File: config.mk
export PLATFORM = sky130hd
export DESIGN_NAME = cond_branch_monitor
export DESIGN_NICKNAME = d
export VERILOG_FILES = /design/src/rtl/cond_cov_pkg.sv /design/src/rtl/sat_counter.sv /design/src/rtl/cond_branch_monitor.sv
export SDC_FILE = /design/constraint.sdc
export NUM_CORES = 1
export LEC_CHECK = 0
export BUFFER_PORTS_ARGS = -buffer_cell sky130_fd_sc_hd__buf_2
export CAP_MARGIN = 40
export CORE_UTILIZATION = 35
export DETAILED_ROUTE_END_ITERATION = 6
export PLACE_DENSITY = 0.62
export SYNTH_ARGS = -nofsm -noshare
export SYNTH_HDL_FRONTEND = slang
export SYNTH_SLANG_ARGS = --single-unit
File: constraint.sdc
create_clock -name clock -period 2.5 [get_ports clock]
set_input_delay 0.375 -clock clock [delete_from_list [all_inputs] [get_ports clock]]
set_output_delay 0.375 -clock clock [all_outputs]
set_load 0.05 [all_outputs]
File: src/rtl/cond_cov_pkg.sv
// Shared branch codes and FSM encoding for the conditional-branch coverage monitor.
package cond_cov_pkg;

  localparam logic [1:0] BR_LT   = 2'd0;
  localparam logic [1:0] BR_GT   = 2'd1;
  localparam logic [1:0] BR_EQ   = 2'd2;
  localparam logic [1:0] BR_NONE = 2'd3;

  typedef enum logic [1:0] {
    ST_IDLE    = 2'd0,
    ST_COLLECT = 2'd1,
    ST_DONE    = 2'd2
  } state_t;

  // Maps a branch code onto its covered-flag bit; NONE maps to no bit.
  function automatic logic [2:0] br_onehot(logic [1:0] br);
    logic [2:0] oh;
    oh = 3'b000;
    unique case (br)
      BR_LT:   oh = 3'b001;
      BR_GT:   oh = 3'b010;
      BR_EQ:   oh = 3'b100;
      default: oh = 3'b000;
    endcase
    return oh;
  endfunction

endpackage

File: src/rtl/sat_counter.sv
// Up-counter that sticks at its all-ones value; synchronous clear, async active-high reset.
module sat_counter #(
  parameter int unsigned CW = 8
) (
  input  logic          clock,
  input  logic          reset,
  input  logic          clr,
  input  logic          inc,
  output logic [CW-1:0] cnt
);

  logic [CW-1:0] cnt_q, cnt_d;

  always_comb begin
    cnt_d = cnt_q;
    if (clr) begin
      cnt_d = '0;
    end else if (inc && (cnt_q != {CW{1'b1}})) begin
      cnt_d = cnt_q + CW'(1);
    end
  end

  always_ff @(posedge clock or posedge reset) begin
    if (reset) begin
      cnt_q <= '0;
    end else begin
      cnt_q <= cnt_d;
    end
  end

  assign cnt = cnt_q;

endmodule

File: src/rtl/cond_branch_monitor.sv
// Counts which arm of a = (y<z) ? b : (y>z) ? c : d was taken and flags full branch coverage.
module cond_branch_monitor
  import cond_cov_pkg::*;
#(
  parameter int unsigned CW = 8,
  parameter int unsigned DW = 4
) (
  input  logic          clock,
  input  logic          reset,
  input  logic          clear,
  input  logic          sample_en,
  input  logic [DW-1:0] y,
  input  logic [DW-1:0] z,
  input  logic [1:0]    a,
  output logic [CW-1:0] hit_lt,
  output logic [CW-1:0] hit_gt,
  output logic [CW-1:0] hit_eq,
  output logic [CW-1:0] trans_cnt,
  output logic [2:0]    covered,
  output logic [1:0]    last_a,
  output logic [1:0]    last_br,
  output logic          all_covered
);

  logic       do_sample;
  logic [1:0] br;
  logic [2:0] covered_q, covered_d;
  logic [1:0] last_a_q, last_br_q;
  logic       inc_trans;
  state_t     state_q, state_d;

  // A clear in the same cycle discards the sample.
  assign do_sample = sample_en & ~clear;

  always_comb begin
    br = BR_EQ;
    if (y < z) begin
      br = BR_LT;
    end else if (y > z) begin
      br = BR_GT;
    end
  end

  assign inc_trans = do_sample && (last_br_q != BR_NONE) && (br != last_br_q);

  sat_counter #(.CW(CW)) u_hit_lt (
    .clock (clock),
    .reset (reset),
    .clr   (clear),
    .inc   (do_sample && (br == BR_LT)),
    .cnt   (hit_lt)
  );

  sat_counter #(.CW(CW)) u_hit_gt (
    .clock (clock),
    .reset (reset),
    .clr   (clear),
    .inc   (do_sample && (br == BR_GT)),
    .cnt   (hit_gt)
  );

  sat_counter #(.CW(CW)) u_hit_eq (
    .clock (clock),
    .reset (reset),
    .clr   (clear),
    .inc   (do_sample && (br == BR_EQ)),
    .cnt   (hit_eq)
  );

  sat_counter #(.CW(CW)) u_trans (
    .clock (clock),
    .reset (reset),
    .clr   (clear),
    .inc   (inc_trans),
    .cnt   (trans_cnt)
  );

  always_comb begin
    covered_d = covered_q;
    if (clear) begin
      covered_d = 3'b000;
    end else if (do_sample) begin
      covered_d = covered_q | br_onehot(br);
    end
  end

  always_comb begin
    state_d = state_q;
    if (clear) begin
      state_d = ST_IDLE;
    end else if (do_sample) begin
      unique case (state_q)
        ST_IDLE, ST_COLLECT: state_d = (covered_d == 3'b111) ? ST_DONE : ST_COLLECT;
        ST_DONE:             state_d = ST_DONE;
        default:             state_d = ST_IDLE;
      endcase
    end
  end

  always_ff @(posedge clock or posedge reset) begin
    if (reset) begin
      covered_q <= 3'b000;
      last_a_q  <= 2'd0;
      last_br_q <= BR_NONE;
      state_q   <= ST_IDLE;
    end else begin
      covered_q <= covered_d;
      state_q   <= state_d;
      if (clear) begin
        last_a_q  <= 2'd0;
        last_br_q <= BR_NONE;
      end else if (do_sample) begin
        last_a_q  <= a;
        last_br_q <= br;
      end
    end
  end

  assign covered     = covered_q;
  assign last_a      = last_a_q;
  assign last_br     = last_br_q;
  assign all_covered = (state_q == ST_DONE);

endmodule

==> impl_metrics.json <==
{
  "drtAntennaViolNets": 0,
  "cts.reportedPaths.clkPinSlew_ps": 80,
  "worstReg2RegEnd": "u_trans.cnt[5]",
  "cts_root_buffer": "clkbuf_8",
  "total_leakage_power_nw": 1.32,
  "synth-simple-area-share_pct": 21.9,
  "cts_tree": "done",
  "syn_inst": 230,
  "critPathArrivalTime_ps": 2490,
  "total_switching_power_mw": 0.384,
  "fin_util_pct": 44.9,
  "max_cap_violations": 0,
  "busiest_layer": "met2",
  "drc_errors": 0,
  "drive_above_1_share_pct": 24.4,
  "required_ps": 2720,
  "grt_max_degree": 42,
  "synthXorXnorAreaFrac_pct": 3.51,
  "finalMaxSlewViolations": 0,
  "setup_tns_ps": 0,
  "maxClockFrequency_mhz": 441,
  "worst_r2r_startpoint": "u_trans.cnt[0]",
  "post-cts-setup-buffers": 0,
  "vias_per_cell": 5.60,
  "worst_ir_drop_vdd_v": 0.000279,
  "post-route-worst-setup-slack_ps": 230,
  "power_density_mw_per_mm2": 497,
  "synth_enable_flop_cells": 0,
  "endpoint": "u_trans.cnt[5]",
  "critical_path_class": "in -> reg",
  "synth_async_sr_flop_share_pct": 100,
  "rsz0062_at_grt": "no",
  "port-buffer-count": 53,
  "synthMuxAreaShare_pct": 3.12,
  "first_global_vias": 1872,
  "post-synth-top-area-cell": "dfrtp_1",
  "antenna_cells_inserted": 0,
  "critical_path.max_fanout": 8,
  "synthToLayoutAreaGrowth_pct": 21.2,
  "numClockSinks": 41,
  "yosys.cell_count.top_type": "dfrtp_1",
  "synthTopCellsByCount": "dfrtp_1 (39), nand2_1 (18), a21oi_1 (17), nand3_1 (16), nor2_1 (12)",
  "power.share.switching_pct": 28.4,
  "cts-root-to-sink-buffers": 2,
  "horiz_die_dim_um": 82.1,
  "numCtsBuffers": 5,
  "clock_network_fraction_of_design_power_pct": 33.1,
  "rows": 28,
  "detailedRoute.firstIterationViolations": 74,
  "hold_viol_final": 0,
  "synth.net_count": 252,
  "dp_hpwl_mm": 3.83,
  "overall_die_area_mm2": 0.00673,
  "yosysWarningCount": 0,
  "grt_first_pass_wirelength_mm": 9.03,
  "dp_slack_ps": 16.7,
  "insertion_delay_ps": 290,
  "wire_per_inst_um": 14.9,
  "synth.lib_cells_used.distinct": 48,
  "setup_viol": 0,
  "synth_compound_area_share_pct": 18.0,
  "sequentialPowerShare_pct": 51.4,
  "timing.hold.worst.class": "in -> async",
  "int_power_mw": 0.967,
  "synth_seq_cells": 41,
  "timing.critical_path.from_type": "input port",
  "finalClockSkew_ps": 5.82,
  "finalWirelength_mm": 5.44,
  "ys_top_cells_by_area": "dfrtp_1 (44%), ha_1 (4.5%), a21oi_1 (3.8%)",
  "min_period_over_period_pct": 90.8,
  "synth_area_mm2": 0.00224,
  "synthAdderAreaFrac_pct": 4.46,
  "combinationalPowerShare_pct": 15.5,
  "run_status": "completed",
  "timing.final.crit_period_ps": 2270,
  "r2r_worst_path_depth": 6,
  "post_synth.cell_area_avg_um2": 9.75,
  "end_kind": "flop",
  "synth_ff_type": "dfrtp_1",
  "initial_core_util_pct": 37.0,
  "h-tree-depth": 2,
  "num-nets-final": 312,
  "grt_util_all_layers_pct": 17.6,
  "groute.layer.met3.usage_pct": 3.56,
  "cts_hold_repair.buffers": 0,
  "fraction_of_post_synthesis_cell_area_in_the_top_cell_type_by_area_pct": 43.5,
  "timing_worst_slew_pin_value_ps": 853,
  "startpoint": "y[1]",
  "n_fill_cell": 629,
  "grt_antenna_before_repair": 0,
  "post-route-cell-area_mm2": 0.00272,
  "gr-total-overflow": 0,
  "sequential_cell_area_fraction_in_the_yosys_report_pct": 45.8,
  "grt_use_met1_pct": 24.2,
  "worst_slew_margin_rel_pct": 42.6,
  "core-area_mm2": 0.00606,
  "drt_first_pass_iters": 5,
  "vias": 2049,
  "routability_cong": 0.790,
  "gr-usage-met2_pct": 27.6,
  "reg2reg_slack_ps": 450,
  "dpl-instance-area_mm2": 0.00263,
  "cts.repair.resized": 0,
  "die-height_um": 82.1,
  "synth_top_family_by_area": "simple AND/OR/NAND/NOR gates",
  "pin_count": 54
}
## power by group through the flow
stage	clock network [mW]	registers [mW]	logic (mW)
floorplan	0	0.752	0.0985
global placement	0	0.707	0.205
detailed placement	0	0.707	0.209
CTS	0.471	0.694	0.210
global route	0.500	0.697	0.229
finish	0.448	0.695	0.209
## cells by family (layout without fill, tap and decap cells)
group	Yosys count	in the layout
buffers and inverters	18	79
adder cells (fa/ha/maj)	8	8
multiplexers	7	7
AO/OA/AOI/OAI	60	60
AND/OR/NAND/NOR	87	87
XOR/XNOR	9	9
flip-flops	41	41
## registers in the layout, summed over array words and instances, names as in the netlist
register and cells:
covered 3, last_a 2, last_br 2, state_q 2, u_hit_eq.cnt 8, u_hit_gt.cnt 8
u_hit_lt.cnt 8, u_trans.cnt 8
## final cells by class
cell class	instances	area (um2)	area share (%)
Inverter	10	37.5	1.38
Tap cell	75	93.8	3.45
Timing Repair Buffer	61	325	12.0
Clock buffer	8	90.1	3.31
Multi-Input combinational cell	171	1140	42.1
Sequential cell	41	1030	37.8
## layout by cell type (no fill, tap or decap), drive strengths merged, types with 2 or more instances in the layout
master	n
a211oi	2
a21oi	17
and2	2
and3	3
and4	5
buf	61
clkbuf	8
dfrtp	39
dfstp	2
ha	8
inv	10
mux2i	7
nand2	18
nand2b	2
nand3	16
nand4	9
nor2	12
nor2b	3
nor3	2
o211ai	3
o21ai	11
o311ai	3
o31ai	8
o41ai	2
or3	6
or4	6
xnor2	2
xor2	7
## routing by layer
layer / vias up / share of wire [%]
met5: - / 0
li1: 988 / -
met2: 67 / 45
met3: 10 / 5.1
met4: 0 / 1.1
met1: 984 / 48
## critical path, cell delays in order
cell,delay [ps]
buf_2,100
ha_1,310
nor2b_1,150
o211ai_1,420
a21boi_0,420
or4_1,570
a21oi_1,150
## metrics by stage
step | cells | power (mW) | hold WS [ps]
global placement | 358 | 0.911 | 490
global route | 366 | 1.43 | 252
floorplan | 230 | 0.851 | 518
finish | 366 | 1.35 | 205
detailed placement | 358 | 0.916 | 494
CTS | 366 | 1.38 | 227
## worst min path at each step
stage / cells after the start / slack [ps] / start / to
floorplan: 2 / 520 / state_q[0] / state_q[0]
global placement: 1 / 490 / covered[0] / covered[0]
detailed placement: 1 / 490 / u_hit_gt.cnt[6] / u_hit_gt.cnt[6]
CTS: 3 / 230 / reset / u_hit_lt.cnt[6]
global route: 3 / 250 / reset / u_hit_eq.cnt[3]
finish: 3 / 200 / reset / u_hit_eq.cnt[3]
(Power assumes the default switching activity.)
